==> src/rtl/api_spi_chain.sv <==
// Serial engine between the API TX/RX FIFOs and a chain of miner channels.
// Visits each enabled channel in turn, exchanging word_num words and then strobing its load line.
module api_spi_chain #(
    parameter int CH_NUM = 16,
    parameter int WORD_W = 32,
    parameter int DIV_W  = 8,
    parameter int CH_W   = 4
) (
    input  logic              CLK_I,
    input  logic              RST_I,
    input  logic              start,
    input  logic [CH_NUM-1:0] ch_mask,
    input  logic [DIV_W-1:0]  sck_div,
    input  logic [7:0]        word_num,
    input  logic              tx_avail,
    input  logic [WORD_W-1:0] tx_dout,
    output logic              tx_rd_en,
    input  logic              rx_space,
    output logic              rx_wr_en,
    output logic [WORD_W-1:0] rx_din,
    output logic [CH_W-1:0]   ch_id,
    output logic [CH_NUM-1:0] load,
    output logic              sck,
    output logic              mosi,
    input  logic [CH_NUM-1:0] miso,
    output logic              busy,
    output logic              done
);

    localparam int BIT_W = (WORD_W > 1) ? $clog2(WORD_W) : 1;
    localparam logic [CH_NUM-1:0] ONE_HOT0 = {{(CH_NUM-1){1'b0}}, 1'b1};

    typedef enum logic [2:0] {IDLE, SEL, WAIT, SHIFT, LOAD, GAP} state_t;

    state_t              state_q, state_d;
    logic [CH_W-1:0]     ch_q, ch_d;
    logic [CH_NUM-1:0]   mask_q, mask_d;
    logic [DIV_W-1:0]    div_q, div_d;
    logic [7:0]          wn_q, wn_d;
    logic [DIV_W-1:0]    cnt_q, cnt_d;
    logic                ph_q, ph_d;
    logic [BIT_W-1:0]    bit_q, bit_d;
    logic [7:0]          word_q, word_d;
    logic                done_q, done_d;
    logic [WORD_W-1:0]   sh_q, sh_d;
    logic [WORD_W-1:0]   cap_q, cap_d;

    logic phase_end;
    logic last_ch;

    assign phase_end = (cnt_q == div_q);
    assign last_ch   = (ch_q == CH_W'(CH_NUM - 1));
    assign busy      = (state_q != IDLE);
    assign done      = done_q;
    assign ch_id     = ch_q;

    always_comb begin
        state_d  = state_q;
        ch_d     = ch_q;
        mask_d   = mask_q;
        div_d    = div_q;
        wn_d     = wn_q;
        cnt_d    = cnt_q;
        ph_d     = ph_q;
        bit_d    = bit_q;
        word_d   = word_q;
        done_d   = 1'b0;
        sh_d     = sh_q;
        cap_d    = cap_q;
        tx_rd_en = 1'b0;
        rx_wr_en = 1'b0;
        rx_din   = '0;
        sck      = 1'b0;
        mosi     = 1'b0;
        load     = '0;

        case (state_q)
            IDLE: begin
                // A start coinciding with the done pulse belongs to the pass just finished.
                if (start && !done_q) begin
                    mask_d = ch_mask;
                    div_d  = sck_div;
                    wn_d   = word_num;
                    ch_d   = '0;
                    if (word_num == 8'd0) begin
                        done_d = 1'b1;
                    end else begin
                        state_d = SEL;
                    end
                end
            end
            SEL: begin
                if (mask_q[ch_q]) begin
                    state_d = WAIT;
                end else if (last_ch) begin
                    done_d  = 1'b1;
                    state_d = IDLE;
                end else begin
                    ch_d = ch_q + CH_W'(1);
                end
            end
            WAIT: begin
                if (tx_avail && rx_space) begin
                    tx_rd_en = 1'b1;
                    sh_d     = tx_dout;
                    cnt_d    = '0;
                    ph_d     = 1'b0;
                    bit_d    = '0;
                    word_d   = 8'd0;
                    state_d  = SHIFT;
                end
            end
            SHIFT: begin
                sck  = ph_q;
                mosi = sh_q[WORD_W-1];
                if (!phase_end) begin
                    cnt_d = cnt_q + DIV_W'(1);
                end else begin
                    cnt_d = '0;
                    if (!ph_q) begin
                        ph_d = 1'b1;
                    end else begin
                        // Last clock of the high phase: sample and advance to the next bit.
                        ph_d  = 1'b0;
                        cap_d = {cap_q[WORD_W-2:0], miso[ch_q]};
                        sh_d  = sh_q << 1;
                        if (bit_q == BIT_W'(WORD_W - 1)) begin
                            bit_d    = '0;
                            rx_wr_en = 1'b1;
                            rx_din   = cap_d;
                            word_d   = word_q + 8'd1;
                            if (word_q == wn_q - 8'd1) begin
                                state_d = LOAD;
                            end else begin
                                tx_rd_en = 1'b1;
                                sh_d     = tx_dout;
                            end
                        end else begin
                            bit_d = bit_q + BIT_W'(1);
                        end
                    end
                end
            end
            LOAD: begin
                load = ONE_HOT0 << ch_q;
                if (!phase_end) begin
                    cnt_d = cnt_q + DIV_W'(1);
                end else begin
                    cnt_d = '0;
                    if (!ph_q) begin
                        ph_d = 1'b1;
                    end else begin
                        ph_d    = 1'b0;
                        state_d = GAP;
                    end
                end
            end
            GAP: begin
                if (last_ch) begin
                    done_d  = 1'b1;
                    state_d = IDLE;
                end else begin
                    ch_d    = ch_q + CH_W'(1);
                    state_d = SEL;
                end
            end
            default: state_d = IDLE;
        endcase
    end

    always_ff @(posedge CLK_I) begin
        if (RST_I) begin
            state_q <= IDLE;
            ch_q    <= '0;
            mask_q  <= '0;
            div_q   <= '0;
            wn_q    <= 8'd0;
            cnt_q   <= '0;
            ph_q    <= 1'b0;
            bit_q   <= '0;
            word_q  <= 8'd0;
            done_q  <= 1'b0;
        end else begin
            state_q <= state_d;
            ch_q    <= ch_d;
            mask_q  <= mask_d;
            div_q   <= div_d;
            wn_q    <= wn_d;
            cnt_q   <= cnt_d;
            ph_q    <= ph_d;
            bit_q   <= bit_d;
            word_q  <= word_d;
            done_q  <= done_d;
        end
    end

    // Shift and capture registers only reach the outputs through gated paths.
    always_ff @(posedge CLK_I) begin
        sh_q  <= sh_d;
        cap_q <= cap_d;
    end

endmodule

==> config.mk <==
export PLATFORM = sky130hd
export DESIGN_NAME = api_spi_chain
export DESIGN_NICKNAME = d
export VERILOG_FILES = /design/src/rtl/api_spi_chain.sv
export SDC_FILE = /design/constraint.sdc
export NUM_CORES = 1
export LEC_CHECK = 0
export BUFFER_PORTS_ARGS = -buffer_cell sky130_fd_sc_hd__buf_4
export CORE_MARGIN = 3
export CORE_UTILIZATION = 58
export CTS_CLUSTER_SIZE = 25
export DETAILED_ROUTE_END_ITERATION = 8
export GPL_ROUTABILITY_DRIVEN = 0
export MAX_ROUTING_LAYER = met4
export PLACE_DENSITY_LB_ADDON = 0.05
export RECOVER_POWER = 50
export SETUP_SLACK_MARGIN = 0.5
export SLEW_MARGIN = 10
export SYNTH_ARGS = -nofsm -noshare
export SYNTH_HDL_FRONTEND = slang
export SYNTH_SLANG_ARGS = --single-unit
==> constraint.sdc <==
create_clock -name CLK_I -period 8.2 [get_ports CLK_I]
set_clock_uncertainty 0.1 [all_clocks]
set_input_delay 0.41 -clock CLK_I [delete_from_list [all_inputs] [get_ports CLK_I]]
set_output_delay 0.41 -clock CLK_I [all_outputs]
set_load 0.005 [all_outputs]
# == Yosys cells after proc, flatten, opt, wreduce, memory -nomap -nowiden ==
# Cells that the tools add are included.
# totals
ff_bits,125
wordCells,123
out_inout_bits,58
# classes
shifts,1
eq_ne,21
mux,65
reduce_logical,18
n_addsub,5
magnitude_cmp,1
# ops
operator,n
two-way mux 32 bit,9
one-hot mux 32 bit (2 select lines),1
two-way mux 8 bit,5
two-way mux 3 bit,11
one-hot mux 8 bit (2 select lines),2
two-way mux 1 bit,21
two-way mux 5 bit,4
"!= test 2 bit, second input constant",10
one-hot mux 3 bit (6 select lines),1
"adder 8 x 1 -> 8 bit, second input constant",2
== test 8 bit,2
two-way mux 16 bit,1
"<< shifter 1 x 4 -> 16 bit, first input constant",1
two-way mux 4 bit,3
one-hot mux 4 bit (3 select lines),1
one-hot mux 5 bit (2 select lines),1
AND reduction 10 bit,1
AND reduction 3 bit,3
binary-select mux 1 bit (select 4 bit),2
logical NOT 8 bit,1
"subtractor 8 x 1 -> 8 bit, second input constant",1
"== test 3 x 2 -> 1 bit, second input constant",2
"== test 3 bit, second input constant",2
nonzero test 3 bit,2
other kinds (18),22

# == Longest topological paths before layout ==
# logic_depth
depth_word,7
ltp_mapped,10
ltp_nobuf,9

# == Worst setup path before layout ==
# Ideal clock, no wire load.
# synth_timing
path_kind,register -> output
start,reg state_q[1]
end,out rx_din[24]
n_path_buf,3
stages_incl_launch_ff,8
t_required_ps,7690
arrival_time_ps,2715
slack_ps,4975
cell_sequence,dfxtp_1 > clkbuf_1 > and3b_1 > buf_2 > nand2_1 > nor3_1 > clkbuf_1 > and3_1
# synth_between
elab_chain_cells,2
# synth_rtl
element,line,rtl
"start, declared",35,"state_t state_q, state_d;"
"start signal, assigned",184,state_q <= state_d;
== test 3 x 2 -> 1 bit,77,case (state_q)
two-way mux 32 bit,77,
"end, declared",20,"output logic [WORD_W-1:0] rx_din,"
# Every way passes these cells.

# == Worst setup path after layout ==
# layout_timing
start,reg state_q[0]
end,out tx_rd_en
# layout_between
elab_chain_cells,2
# layout_rtl
element,line,rtl
== test 3 x 2 -> 1 bit,77,
one-hot mux 1 bit (2 select lines) (*),77,
"end, declared",17,"output logic tx_rd_en,"
# Every way passes the cells marked *; elsewhere a longest branch is shown, timed or not.

==> results.py <==
metrics = {
    "outcome": {
        "status": "finished with violations",
        "violations": "max-capacitance violations, max-slew violations",
    },
    "timing": {
        "setup_violations": 0,
        "max_slew_margin": -0.724,
        "maxSlewViolCount": 66,
        "tightest_slew_ns": 2.59,
        "post-route-period-util": 0.597,
        "hold_violations": 0,
        "hold_slack_ns": 0.0328,
        "rsz0062_at_grt": "no",
        "period_minus_slack_ns": 4.89,
        "totalNegativeSetupSlack_ns": 0,
        "clock.fmax_ghz": 0.204,
    },
    "drt": {
        "detail_route.wl_per_cell_microns": 16.7,
        "drc_errors": 0,
        "avgViaCountPerCell": 5.61,
        "ant_nets": 0,
        "drtIter0Drc": 348,
        "routed_wirelength_microns": 14300,
        "dr_total_vias": 4780,
        "first_pass_iters": 4,
    },
    "cells_and_area": {
        "final_common_cell": "buf_4",
        "final_area_sq_mm": 0.00781,
        "antenna_cells": 0,
        "num-nets-final": 802,
        "instances_no_fill": 852,
        "final_cell_mix": "132 x buf_4, 87 x nand2_1, 63 x edfxtp_1",
        "drive_gt1_frac": 0.298,
        "area_growth_pct": 27.0,
    },
    "worst_setup_path": {
        "cpPeakStageDelay_ns": 1.85,
        "path_class": "reg -> out",
        "critPathCaptureType": "output pin",
        "cpMostUsedCell": "nand2_1",
        "critPathRequiredTime_ns": 7.69,
        "cp-endpoint": "tx_rd_en",
        "critical_path.cell_chain": "and3b_1 -> nand2_1 -> nor3_1 -> clkbuf_1 -> and2_1 -> nand2_1 -> nand2_1 -> buf_4",
        "crit_fanout": 65,
        "r2r_end": "cap_q[7]",
        "arrival_ns": 4.38,
        "cp_slowest_cell": "clkbuf_1",
        "rrSetupSlack_ns": 4.43,
        "start_kind": "register",
        "r2r_cells": 4,
        "r2r_start": "state_q[0]",
        "critPathLaunch": "state_q[0]",
    },
    "power_and_ir_drop": {
        "clkPwrFrac": 0.407,
        "power_mw": 1.89,
        "swShare": 0.277,
        "powerDensity_mw_per_mm2": 242,
        "p_seq_frac": 0.397,
        "p_leak_nw": 3.35,
        "internal-power_mw": 1.36,
        "combPwrFrac": 0.196,
        "peakVddDrop_v": 0.000180,
        "switching_power_mw": 0.523,
    },
    "global_routing": {
        "overflow": 0,
        "grt_pass1_wl_microns": 22800,
        "grt_pass1_vias": 4604,
        "grt.total_usage": 0.257,
        "antenna_found_initial": 0,
        "grt_max_degree": 66,
    },
    "synth": {
        "netlist_instances": 574,
        "async_reset_ff_frac": 0,
        "synth_compound_area_frac": 0.0849,
        "synth_top_family_by_area": "simple AND/OR/NAND/NOR gates",
        "synth-xor-area-share": 0.0442,
        "synthesis.nets": 670,
        "avgSynthCellArea_sq_um": 10.7,
        "synth-simple-area-share": 0.195,
        "ys_types": 54,
        "synth_warnings": 0,
        "seq_area_frac_synth": 0.510,
        "ys.flop_type": "edfxtp_1",
        "synth_mux_area_frac": 0.108,
        "ys_ff_latch": 125,
        "synth_fa_ha_area_frac": 0.0224,
        "syn_area_sq_mm": 0.00615,
        "synth_enable_flop_cells": 63,
    },
    "clock_network": {
        "path_clk_slew_ns": 0.06,
        "postCtsSetupBuffers": 0,
        "cts_resized": 0,
        "cts_hold_buf": 0,
        "cts_buffers": 17,
        "clock-root-buffer": "clkbuf_8",
        "cts_tree": "built",
        "cts_sinks": 125,
        "cts-htree-levels": 4,
        "insertion_delay_ns": 0.52,
        "clockBufferDepth": 2,
    },
    "die": {
        "die_w_microns": 109,
        "rows": 36,
        "fp.dieArea_sq_mm": 0.0119,
        "start_util": 0.612,
        "die_y_microns": 109,
        "coreArea_sq_mm": 0.0100,
        "boundaryPins": 143,
    },
    "place": {
        "place_inst": 820,
        "portBuffers": 142,
        "place_hpwl_microns": 9590,
        "placed_cell_area_sq_mm": 0.00724,
    },
    "min_path": {
        "hold_path_class": "in -> reg",
    },
    "job": {
        "max-cap-violations": 1,
    },
}
[flip-flops by register name (all words and copies together) (netlist names)]
name / cells
wn_q: 8
mask_q: 16
word_q: 8
sh_q: 32
ch_id: 4
ph_q: 1
bit_q: 5
cap_q: 31
div_q: 8
done: 1
state_q: 3
cnt_q: 8
[cells in the mapped netlist, types with 2 or more instances]
| library cell | n | area share |
|---|---|---|
| nand2_1 | 87 | 0.053 |
| edfxtp_1 | 63 | 0.31 |
| dfxtp_1 | 62 | 0.20 |
| a21oi_1 | 46 | 0.037 |
| and3_1 | 45 | 0.046 |
| mux2_4 | 29 | 0.071 |
| clkbuf_1 | 26 | 0.016 |
| nor2_1 | 25 | 0.015 |
| xnor2_1 | 22 | 0.031 |
| o21ai_0 | 15 | 0.012 |
| inv_1 | 12 | 0.0073 |
| ha_1 | 11 | 0.022 |
| and2_1 | 10 | 0.010 |
| nand3_1 | 10 | 0.0081 |
| nor3_1 | 9 | 0.0073 |
| xor2_1 | 9 | 0.013 |
| mux4_2 | 7 | 0.026 |
| nand2b_1 | 7 | 0.0071 |
| nand4_1 | 7 | 0.0071 |
| or3_1 | 7 | 0.0071 |
| nor2b_1 | 5 | 0.0051 |
| mux2i_1 | 4 | 0.0065 |
| nand3b_1 | 4 | 0.0049 |
| nor4_1 | 4 | 0.0041 |
| or4_1 | 4 | 0.0049 |
| a211oi_1 | 3 | 0.0037 |
| and4_1 | 3 | 0.0043 |
| buf_2 | 3 | 0.0024 |
| mux2_2 | 3 | 0.0055 |
| a21o_1 | 2 | 0.0024 |
| a31oi_1 | 2 | 0.0020 |
| and3b_1 | 2 | 0.0028 |
| buf_12 | 2 | 0.0065 |
| nor4b_1 | 2 | 0.0028 |
| o211ai_1 | 2 | 0.0024 |
| o31a_1 | 2 | 0.0028 |
[layer usage]
metal / part of all wire / track usage
met1: 0.42 / 0.310
met4: 0.020 / 0.0947
met2: 0.51 / 0.415
met3: 0.057 / 0.0687
met5: 0 / -
[worst min path at each step]
stage                      startpoint         end  cells past startpoint  slack, ns
after floorplan              cap_q[9]   cap_q[10]                      0       0.32
after global placement      cap_q[26]   cap_q[27]                      0       0.32
after detailed placement    cap_q[12]   cap_q[13]                      0       0.33
after CTS                 ch_mask[14]  mask_q[14]                      3       0.01
after global routing      ch_mask[14]  mask_q[14]                      3       0.03
final                      sck_div[6]    div_q[6]                      3       0.03
[area by class of cell]
cell class	instances	area, sq um
Sequential cell	125	3130
Multi-Input combinational cell	404	2770
Fill cell	677	2240
Timing Repair Buffer	146	1080
Clock buffer	17	414
Clock inverter	15	193
Tap cell	133	166
Inverter	12	45.0
[kinds of logic after synthesis]
logic type	count (synthesis)
AND/OR/NAND/NOR	235
buffers and inverters	45
XOR/XNOR	31
adder cells (fa/ha/maj)	11
AO/OA/AOI/OAI	84
multiplexers	43
flip-flops	125
[stage by stage]
stage,setup WS (ns),util
floorplan,4.97,-
global placement,5.24,0.721
detailed placement,5.14,0.721
CTS,4.70,0.782
global route,2.88,0.777
finish,3.31,0.777
[power by group through the flow]
stage               clock network (mW)  logic (mW)  registers, mW
global placement                     0       0.363          0.759
CTS                              0.778       0.382          0.749
finish                           0.769       0.370          0.749
global route                     0.805       0.415          0.757
floorplan                            0       0.293          0.735
detailed placement                   0       0.377          0.762
[worst max-delay path: cells and delay by family, from the launching register on]
family,cells,cell delay (ns)
and+or+nand+nor,6,1.38
buffers and inverters,2,1.96
DFF,1,0.50
No activity file was read; power rests on OpenSTA's default activity.
